### src/rtl/rs_issue_select.sv
// Reservation station with tag wakeup, age-matrix oldest-first select and a one-entry issue register.
// Optional flush port and logic are enabled by defining RS_FLUSH_EN.
package rs_issue_pkg;
    typedef enum logic [3:0] {
        INVALID_I = 4'd0,
        ADD_I,
        SUB_I,
        AND_I,
        OR_I,
        XOR_I,
        LD_I,
        ST_I,
        BR_I
    } instr_opcode;
endpackage

module rs_issue_select
    import rs_issue_pkg::*;
#(
    parameter int RS_ENTRIES = 8,
    parameter int NUM_FUS    = 4,
    parameter int NUM_PREGS  = 128,
    localparam int PREG_W    = $clog2(NUM_PREGS),
    localparam int OCC_W     = $clog2(RS_ENTRIES + 1),
    localparam int IDX_W     = (RS_ENTRIES > 1) ? $clog2(RS_ENTRIES) : 1
) (
    input  logic                        clk,
    input  logic                        rst_n,
`ifdef RS_FLUSH_EN
    input  logic                        flush,
`endif
    input  logic                        disp_valid,
    output logic                        disp_ready,
    input  instr_opcode                 disp_opcode,
    input  logic [PREG_W-1:0]           disp_src1_index,
    input  logic [PREG_W-1:0]           disp_src2_index,
    input  logic                        disp_src1_rdy,
    input  logic                        disp_src2_rdy,
    input  logic [PREG_W-1:0]           disp_dest,
    input  logic [31:0]                 disp_imm_val,
    input  logic [NUM_FUS-1:0]          wb_valid,
    input  logic [NUM_FUS*PREG_W-1:0]   wb_tag,
    output logic                        iss_valid,
    input  logic                        iss_ready,
    output instr_opcode                 iss_opcode,
    output logic [PREG_W-1:0]           iss_src1_index,
    output logic [PREG_W-1:0]           iss_src2_index,
    output logic [31:0]                 iss_imm_val,
    output logic [PREG_W-1:0]           iss_dest,
    output logic [OCC_W-1:0]            occupancy
);

    // Handshakes: a transfer happens on a rising edge where valid && ready are both 1;
    // valid and payload stay stable until that edge, ready never depends on valid.
    logic [RS_ENTRIES-1:0] ent_valid;
    logic [RS_ENTRIES-1:0] ent_rdy1;
    logic [RS_ENTRIES-1:0] ent_rdy2;
    instr_opcode           ent_op   [RS_ENTRIES];
    logic [PREG_W-1:0]     ent_src1 [RS_ENTRIES];
    logic [PREG_W-1:0]     ent_src2 [RS_ENTRIES];
    logic [PREG_W-1:0]     ent_dest [RS_ENTRIES];
    logic [31:0]           ent_imm  [RS_ENTRIES];
    // older[i][j] is 1 when entry i was dispatched before entry j.
    logic [RS_ENTRIES-1:0] older    [RS_ENTRIES];

    logic [RS_ENTRIES-1:0] ent_hit1, ent_hit2;
    logic                  disp_hit1, disp_hit2;
    logic [OCC_W-1:0]      occ_cnt;
    logic                  free_found;
    logic [IDX_W-1:0]      free_idx;
    logic [RS_ENTRIES-1:0] elig;
    logic [RS_ENTRIES-1:0] sel_oh;
    logic [IDX_W-1:0]      sel_idx;
    logic                  any_elig;
    logic                  iss_free;
    logic                  issue_take;
    logic                  disp_fire;
    logic                  blocked;

    always_comb begin
        ent_hit1  = '0;
        ent_hit2  = '0;
        disp_hit1 = 1'b0;
        disp_hit2 = 1'b0;
        for (int f = 0; f < NUM_FUS; f++) begin
            if (wb_valid[f]) begin
                if (wb_tag[f*PREG_W +: PREG_W] == disp_src1_index) disp_hit1 = 1'b1;
                if (wb_tag[f*PREG_W +: PREG_W] == disp_src2_index) disp_hit2 = 1'b1;
                for (int i = 0; i < RS_ENTRIES; i++) begin
                    if (wb_tag[f*PREG_W +: PREG_W] == ent_src1[i]) ent_hit1[i] = 1'b1;
                    if (wb_tag[f*PREG_W +: PREG_W] == ent_src2[i]) ent_hit2[i] = 1'b1;
                end
            end
        end
    end

    always_comb begin
        occ_cnt    = '0;
        free_found = 1'b0;
        free_idx   = '0;
        for (int i = 0; i < RS_ENTRIES; i++) begin
            occ_cnt = occ_cnt + OCC_W'(ent_valid[i]);
            if (!ent_valid[i] && !free_found) begin
                free_found = 1'b1;
                free_idx   = IDX_W'(i);
            end
        end
    end

    assign occupancy  = occ_cnt;
    assign disp_ready = (occ_cnt < OCC_W'(RS_ENTRIES));
    assign disp_fire  = disp_valid && disp_ready && free_found;

    // An entry wins when it is eligible and no other eligible entry is older.
    assign elig = ent_valid & ent_rdy1 & ent_rdy2;

    always_comb begin
        sel_oh  = '0;
        sel_idx = '0;
        blocked = 1'b0;
        for (int i = 0; i < RS_ENTRIES; i++) begin
            blocked = 1'b0;
            for (int j = 0; j < RS_ENTRIES; j++) begin
                if (elig[j] && older[j][i]) blocked = 1'b1;
            end
            sel_oh[i] = elig[i] && !blocked;
            if (sel_oh[i]) sel_idx = IDX_W'(i);
        end
    end

    assign any_elig   = |elig;
    assign iss_free   = !iss_valid || iss_ready;
    assign issue_take = iss_free && any_elig;

    always_ff @(posedge clk or negedge rst_n) begin
        if (!rst_n) begin
            ent_valid <= '0;
            ent_rdy1  <= '0;
            ent_rdy2  <= '0;
            for (int i = 0; i < RS_ENTRIES; i++) begin
                ent_op[i]   <= INVALID_I;
                ent_src1[i] <= '0;
                ent_src2[i] <= '0;
                ent_dest[i] <= '0;
                ent_imm[i]  <= '0;
                older[i]    <= '0;
            end
        end else
`ifdef RS_FLUSH_EN
        if (flush) begin
            ent_valid <= '0;
        end else
`endif
        begin
            ent_rdy1 <= ent_rdy1 | ent_hit1;
            ent_rdy2 <= ent_rdy2 | ent_hit2;
            if (issue_take) begin
                ent_valid[sel_idx] <= 1'b0;
            end
            if (disp_fire) begin
                ent_valid[free_idx] <= 1'b1;
                ent_rdy1[free_idx]  <= disp_src1_rdy | disp_hit1;
                ent_rdy2[free_idx]  <= disp_src2_rdy | disp_hit2;
                ent_op[free_idx]    <= disp_opcode;
                ent_src1[free_idx]  <= disp_src1_index;
                ent_src2[free_idx]  <= disp_src2_index;
                ent_dest[free_idx]  <= disp_dest;
                ent_imm[free_idx]   <= disp_imm_val;
                // New entry is younger than every entry currently held.
                for (int j = 0; j < RS_ENTRIES; j++) begin
                    older[free_idx][j] <= 1'b0;
                    older[j][free_idx] <= ent_valid[j];
                end
            end
        end
    end

    always_ff @(posedge clk or negedge rst_n) begin
        if (!rst_n) begin
            iss_valid      <= 1'b0;
            iss_opcode     <= INVALID_I;
            iss_src1_index <= '0;
            iss_src2_index <= '0;
            iss_imm_val    <= '0;
            iss_dest       <= '0;
        end else
`ifdef RS_FLUSH_EN
        if (flush) begin
            iss_valid <= 1'b0;
        end else
`endif
        if (iss_free) begin
            iss_valid <= any_elig;
            if (any_elig) begin
                iss_opcode     <= ent_op[sel_idx];
                iss_src1_index <= ent_src1[sel_idx];
                iss_src2_index <= ent_src2[sel_idx];
                iss_imm_val    <= ent_imm[sel_idx];
                iss_dest       <= ent_dest[sel_idx];
            end
        end
    end

endmodule
### config.mk
export PLATFORM = sky130hd
export DESIGN_NAME = rs_issue_select
export DESIGN_NICKNAME = d
export VERILOG_FILES = /design/src/rtl/rs_issue_select.sv
export SDC_FILE = /design/constraint.sdc
export NUM_CORES = 2
export LEC_CHECK = 0
export CAP_MARGIN = 5
export CORE_ASPECT_RATIO = 0.8
export CORE_MARGIN = 2
export CORE_UTILIZATION = 44
export CTS_CLUSTER_DIAMETER = 120
export DETAILED_ROUTE_END_ITERATION = 16
export SLEW_MARGIN = 15
export SYNTH_ARGS = -nofsm -noshare
export SYNTH_HDL_FRONTEND = slang
export SYNTH_SLANG_ARGS = --single-unit
### constraint.sdc
create_clock -name clk -period 3.8 [get_ports clk]
set_clock_uncertainty 0.2 [all_clocks]
set_input_delay 0.38 -clock clk [delete_from_list [all_inputs] [get_ports clk]]
set_output_delay 0.38 -clock clk [all_outputs]
set_load 0.05 [all_outputs]
# [After elaboration in Yosys (flattened, before gate mapping)]
# Cells that the tools add are included.
[totals] register_bits=602 in_bits=95 out_inout_bits=63 elab_cells=497
[op_classes] add_sub_neg=7 order_cmp=8 n_eq_ne=72 mux=226 bitwise_logic=27 reduce_logical=100
[ops] op="64-bit AND" count=8
[ops] op="64-bit inverter" count=8
[ops] op="7-bit == test" count=72
[ops] op="256-bit bitwise mux" count=1
[ops] op="8-bit demux with 3-bit select" count=8
[ops] op="56-bit bitwise mux" count=3
[ops] op="1-bit 2-to-1 mux" count=149
[ops] op="8-bit 2-to-1 mux" count=13
[ops] op="32-bit binary-select mux with 3-bit select" count=1
[ops] op="32-bit demux with 3-bit select" count=1
[ops] op="32-bit 2-to-1 mux" count=3
[ops] op="8-bit bitwise mux" count=10
[ops] op="1-bit logical AND" count=76
[ops] op="7-bit binary-select mux with 3-bit select" count=3
[ops] op="7-bit 2-to-1 mux" count=8
[ops] op="3-bit 2-to-1 mux" count=13
[ops] op="32-bit bitwise mux" count=1
[ops] op="8-bit AND" count=3
[ops] op="8-bit bitwise OR" count=3
[ops] op="7-bit demux with 3-bit select" count=1
[ops] op="1-bit zero test" count=21
[ops] op="4-bit by 1-bit adder with 4-bit output" count=4
[ops] op="4-bit 2-to-1 mux" count=4
[ops] op="4-bit binary-select mux with 3-bit select" count=1
[ops] op="19 further kinds" count=25

# [Logic depth before layout (Yosys ltp)]
[depth] word_depth=43 ltp_mapped=16 ltp_nobuf=13

# [Worst setup path before layout]
# OpenSTA, ideal clock, no wires.
[synth_timing] path_kind="flip-flop to flip-flop" startpoint="register ent_valid[1]" endpoint="register ent_src1[37] (netlist bit)" setup_ns=0.066 arrival_time_ns=4.142 required_time_ns=3.534 path_slack_ns=-0.608 path_stages_with_launch=17 n_path_buf=3 synth_period_minus_slack_ns=4.408 path_cell_list="dfrtp_1 -> fa_1 -> inv_1 -> fa_1 -> fa_1 -> inv_1 -> ha_1 -> a21o_1 -> nand2_1 -> o211a_1 -> buf_2 -> nand3_1 -> nor2_1 -> buf_2 -> buf_1 -> nand2_1 -> nand2_1"
[synth_between] elab_cells_between_ends=45 classes_between="add/sub: 7; order compare: 3; mux: 17; bitwise: 1; reduce/logical: 17"
[synth_lines] item="start, declared" line="55" rtl="logic [RS_ENTRIES-1:0] ent_valid;"
[synth_lines] item="start signal, assigned" line="137" rtl="ent_valid <= '0;"
[synth_lines] item="start signal, assigned by index" line="158" rtl="ent_valid[sel_idx] <= 1'b0;"
[synth_lines] item="start signal, assigned by index" line="161" rtl="ent_valid[free_idx] <= 1'b1;"
[synth_lines] item="1-bit by 1-bit adder with 2-bit output" line="102" rtl="occ_cnt = occ_cnt + OCC_W'(ent_valid[i]);"
[synth_lines] item="2-bit by 1-bit adder with 3-bit output" line="102"
[synth_lines] item="3-bit by 1-bit adder with 4-bit output" line="102"
[synth_lines] item="4-bit by 1-bit adder with 4-bit output (4 in a row)" line="102"
[synth_lines] item="4-bit less-than comparator" line="111" rtl="assign disp_ready = (occ_cnt < OCC_W'(RS_ENTRIES));"
[synth_lines] item="via disp_ready" line="33" rtl="output logic disp_ready,"
[synth_lines] item="1-bit logical AND (2 in a row)" line="112" rtl="assign disp_fire = disp_valid && disp_ready && free_found;"
[synth_lines] item="end signal, assigned by index" line="165" rtl="ent_src1[free_idx] <= disp_src1_index;"
[synth_lines] item="end, declared" line="59" rtl="logic [PREG_W-1:0] ent_src1 [RS_ENTRIES];"
# The timed path passes the listed nets, and every way through them passes these cells.
# A chain may end at the register's enable or synchronous reset.

# [Worst setup path in the final report]
[layout_timing] startpoint="register ent_valid[3]" endpoint="register ent_imm[107] (netlist bit)"
[layout_between] elab_chain_cells=21 elab_cells_between_ends=35 classes_between="add/sub: 5; order compare: 3; mux: 13; bitwise: 1; reduce/logical: 13"
[layout_lines] item="parallel branches: the longest is 21 deep, another holds 3-bit by 1-bit adder with 4-bit output"
[layout_lines] item="end signal, assigned by index" line="168" rtl="ent_imm[free_idx] <= disp_imm_val;"
[layout_lines] item="end, declared" line="62" rtl="logic [31:0] ent_imm [RS_ENTRIES];"
# Several ways; the timed one is not identified.

==> metrics.yaml <==
run_status:
  outcome: "finished with violations"
  violations: "negative setup slack"
cts:
  clockBufferDepth: 3
  cts_made_buffers: 61
  clock_latency_ns: 0.65
  clk_pin_slew_ns: 0.06
  cts.sinks: 594
  cts_tree: "done"
  htreeDepth: 2
  root_buffer: "clkbuf_16"
global_routing:
  busiest_layer: "met1"
  track_usage_pct: 29.8
  grt-ovfl-total: 0
  grt_pass1_wl_mm: 174
  antenna_found_initial: 0
  grt_max_degree: 116
  grt_util_met1_pct: 45.0
  grtUsageMet2_pct: 42.5
  grtUsageMet3_pct: 6.11
  grt_pass1_vias: 26700
timing:
  drv_slew: 0
  hold_viol: 0
  finalCritPeriodShare_pct: 112
  period_needed_ns: 4.25
  setup_viol: 539
  rsz0062_at_grt: "yes"
  whs_ns: 0.0726
  tightestPinTransition_ns: 0.960
  slew_headroom_pct: 35.9
  finalSetupTns_ns: -170.04
  setup_ws_ns: -0.454
  clock.fmax_mhz: 235
placed_design:
  portBuffers: 157
  gp_congestion: 0.935
  place_hpwl_mm: 71.1
layout:
  syn2layout_area_growth_pct: 29.1
  nFillCells: 6365
  fin_nets: 3939
  n_antenna_cell: 0
  drive_gt1_share_pct: 21.1
floorplanning:
  pin_count: 158
  fp.dieH_um: 249
  fp-row-count: 89
  dieArea_um2: 77000
  initial_core_util_pct: 44.5
  core_area_um2: 73900
  die_width_um: 310
routing:
  vias_per_cell: 5.84
  antenna_left: 0
  drt_first_iter_violations: 3380
  finalWirelength_mm: 128
  drcViolationCount: 0
  wl_per_cell_um: 26.2
  dr.pass1.iters: 6
  dr_total_vias: 28500
critical_path:
  required_ns: 4.13
  cp-startpoint: "ent_valid[3]"
  r2r_start: "ent_valid[3]"
  path_delay_family: "adder cells"
  cp_max_fo: 14
  cpMaxStageDelayCell: "fa_1"
  setup.worst_path.class: "flop to flop"
  arrival_ns: 4.59
  cpPeakStageDelay_ns: 0.56
  crit_chain: "fa_1 > inv_2 > fa_1 > fa_1 > inv_2 > ha_4 > buf_4 > buf_6 > a21o_1 > nand2_4 > o211a_4 > buf_12 > buf_8 > nand3_4 > nand2b_4 > clkbuf_16 > nand2_1 > nand2_1"
  cpMostUsedCell: "fa_1"
  crit_buf_inv: 7
  critPathCaptureType: "flop"
  start_kind: "flop"
synthesis:
  synth-async-reset-ratio_pct: 100
  synth_area_per_cell_um2: 8.84
  synth-seq-area-share_pct: 45.2
  synth_nets: 3829
  ys_ff_latch: 594
  synth_cell_types: 49
  synth_edf_count: 0
  ys_warn_count: 0
  netlist_area_um2: 32900
  syn-instance-count: 3725
  ys.flop_type: "dfrtp_1"
run:
  maxCapViolations: 0
power_and_ir_drop:
  p_leak_nw: 19.4
  max-vdd-ir-drop_v: 0.000681
  powerDensity_nw_per_um2: 984
hold_path:
  min_path_type: "input pin to asynchronous set/reset pin"
==> cell usage in the layout, fill, tap and decap left out, drive strengths merged, types with 7 or more instances in the layout <==
master            n
o2111ai           7
xor2            133
a22o              7
o221ai           57
o22ai            59
clkdlybuf4s50   151
xnor2           372
nand2          1270
mux2i           229
nand4           138
and3             10
nand3            13
clkbuf          133
buf             264
dfrtp           594
nor4             39
o22a             57
mux2             59
clkinv            9
nor2            116
a21oi            43
o21ai            29
inv              18
==> per-stage QoR <==
step	area [µm²]	cells	power, W	utilization, %	setup WS (ns)
CTS	39700	4814	0.0394	53.7	-0.448
detailed placement	36400	4659	0.0323	49.3	-0.0348
finish	42500	4882	0.0418	57.5	-0.454
floorplan	33100	3725	0.0251	-	-0.104
global placement	36400	4659	0.0321	49.3	-0.0157
global route	42500	4882	0.0438	57.5	-0.551
==> path summary, 6_finish.rpt <==
path                                      to  slack, ns  cells past startpoint
worst max-delay path            ent_imm[107]      -0.45                     18
worst min-delay path            ent_src1[40]       0.07                      2
worst min register to register  ent_imm[173]       0.27                      2
min in group clk                ent_src2[37]       0.24                      3
max in group asynchronous         ent_imm[1]       2.20                      3
worst max register to register  ent_imm[107]      -0.45                     18
==> power by group <==
group	internal [W]	switching, W	total, W
logic	0.0103	0.0132	0.0235
clock network	0.00367	0.00269	0.00636
registers	0.00901	0.00288	0.0119
==> Yosys cell counts (all sizes together) (43+ instances only) <==
cell type     n  share of area (%)
xor2        133                3.5
nand4       138                2.6
nor2        116                1.3
o22a         57                1.5
dfrtp       594                 45
a21oi        43               0.65
xnor2       372                9.9
buf         133                2.1
o221ai       57                1.5
mux2         59                2.0
nand2      1270                 14
clkbuf      279                3.2
o22ai        59                1.1
mux2i       229                7.0
==> per-layer routing <==
metal	vias to the layer above	wire length [µm]
li1	12400	-
met1	14300	55500
met2	1533	54200
met3	302	14000
met4	0	4530
met5	-	0
==> what timing repair did <==
action | CTS | global route
resized for setup | 149 | 458
endpoints found under the setup margin | 66 | 539
hold buffers | 1 | 0
gates cloned | 15 | 50
pin swaps | 25 | 230
endpoints found under the hold margin | 61 | 0
setup buffers | 31 | 27
==> state kept, by name, indices dropped and copies added, names as in the netlist, named ones only <==
name            flops
ent_dest           56
ent_imm           256
ent_op             32
ent_rdy1            8
ent_rdy2            8
ent_src1           56
ent_src2           56
ent_valid           8
iss_dest            7
iss_imm_val        32
iss_opcode          4
iss_src1_index      7
iss_src2_index      7
iss_valid           1
older              49
==> cell type report <==
type / count / area (µm²) / share of cell area, %
multi-input combinational: 2704 / 18100 / 42.7
tap: 1001 / 1250 / 2.95
clock inverter: 18 / 279 / 0.657
timing repair buffer: 458 / 6090 / 14.3
inverter: 16 / 62.6 / 0.147
clock buffer: 91 / 1800 / 4.24
sequential: 594 / 14900 / 35.0
==> kinds of logic (layout without fill, tap and decap cells) <==
| family | after synthesis | after routing | share of synthesized area (%) |
|---|---|---|---|
| flip-flops | 594 | 594 | 45.2 |
| AND/OR/NAND/NOR | 1613 | 1614 | 20.2 |
| XOR/XNOR | 505 | 505 | 13.4 |
| AO/OA/AOI/OAI | 288 | 288 | 6.40 |
| buffers and inverters | 428 | 583 | 5.44 |
| multiplexers | 288 | 288 | 8.98 |
| adder cells (fa/ha/maj) | 9 | 9 | 0.433 |
No activity file was read; power rests on OpenSTA's default activity.
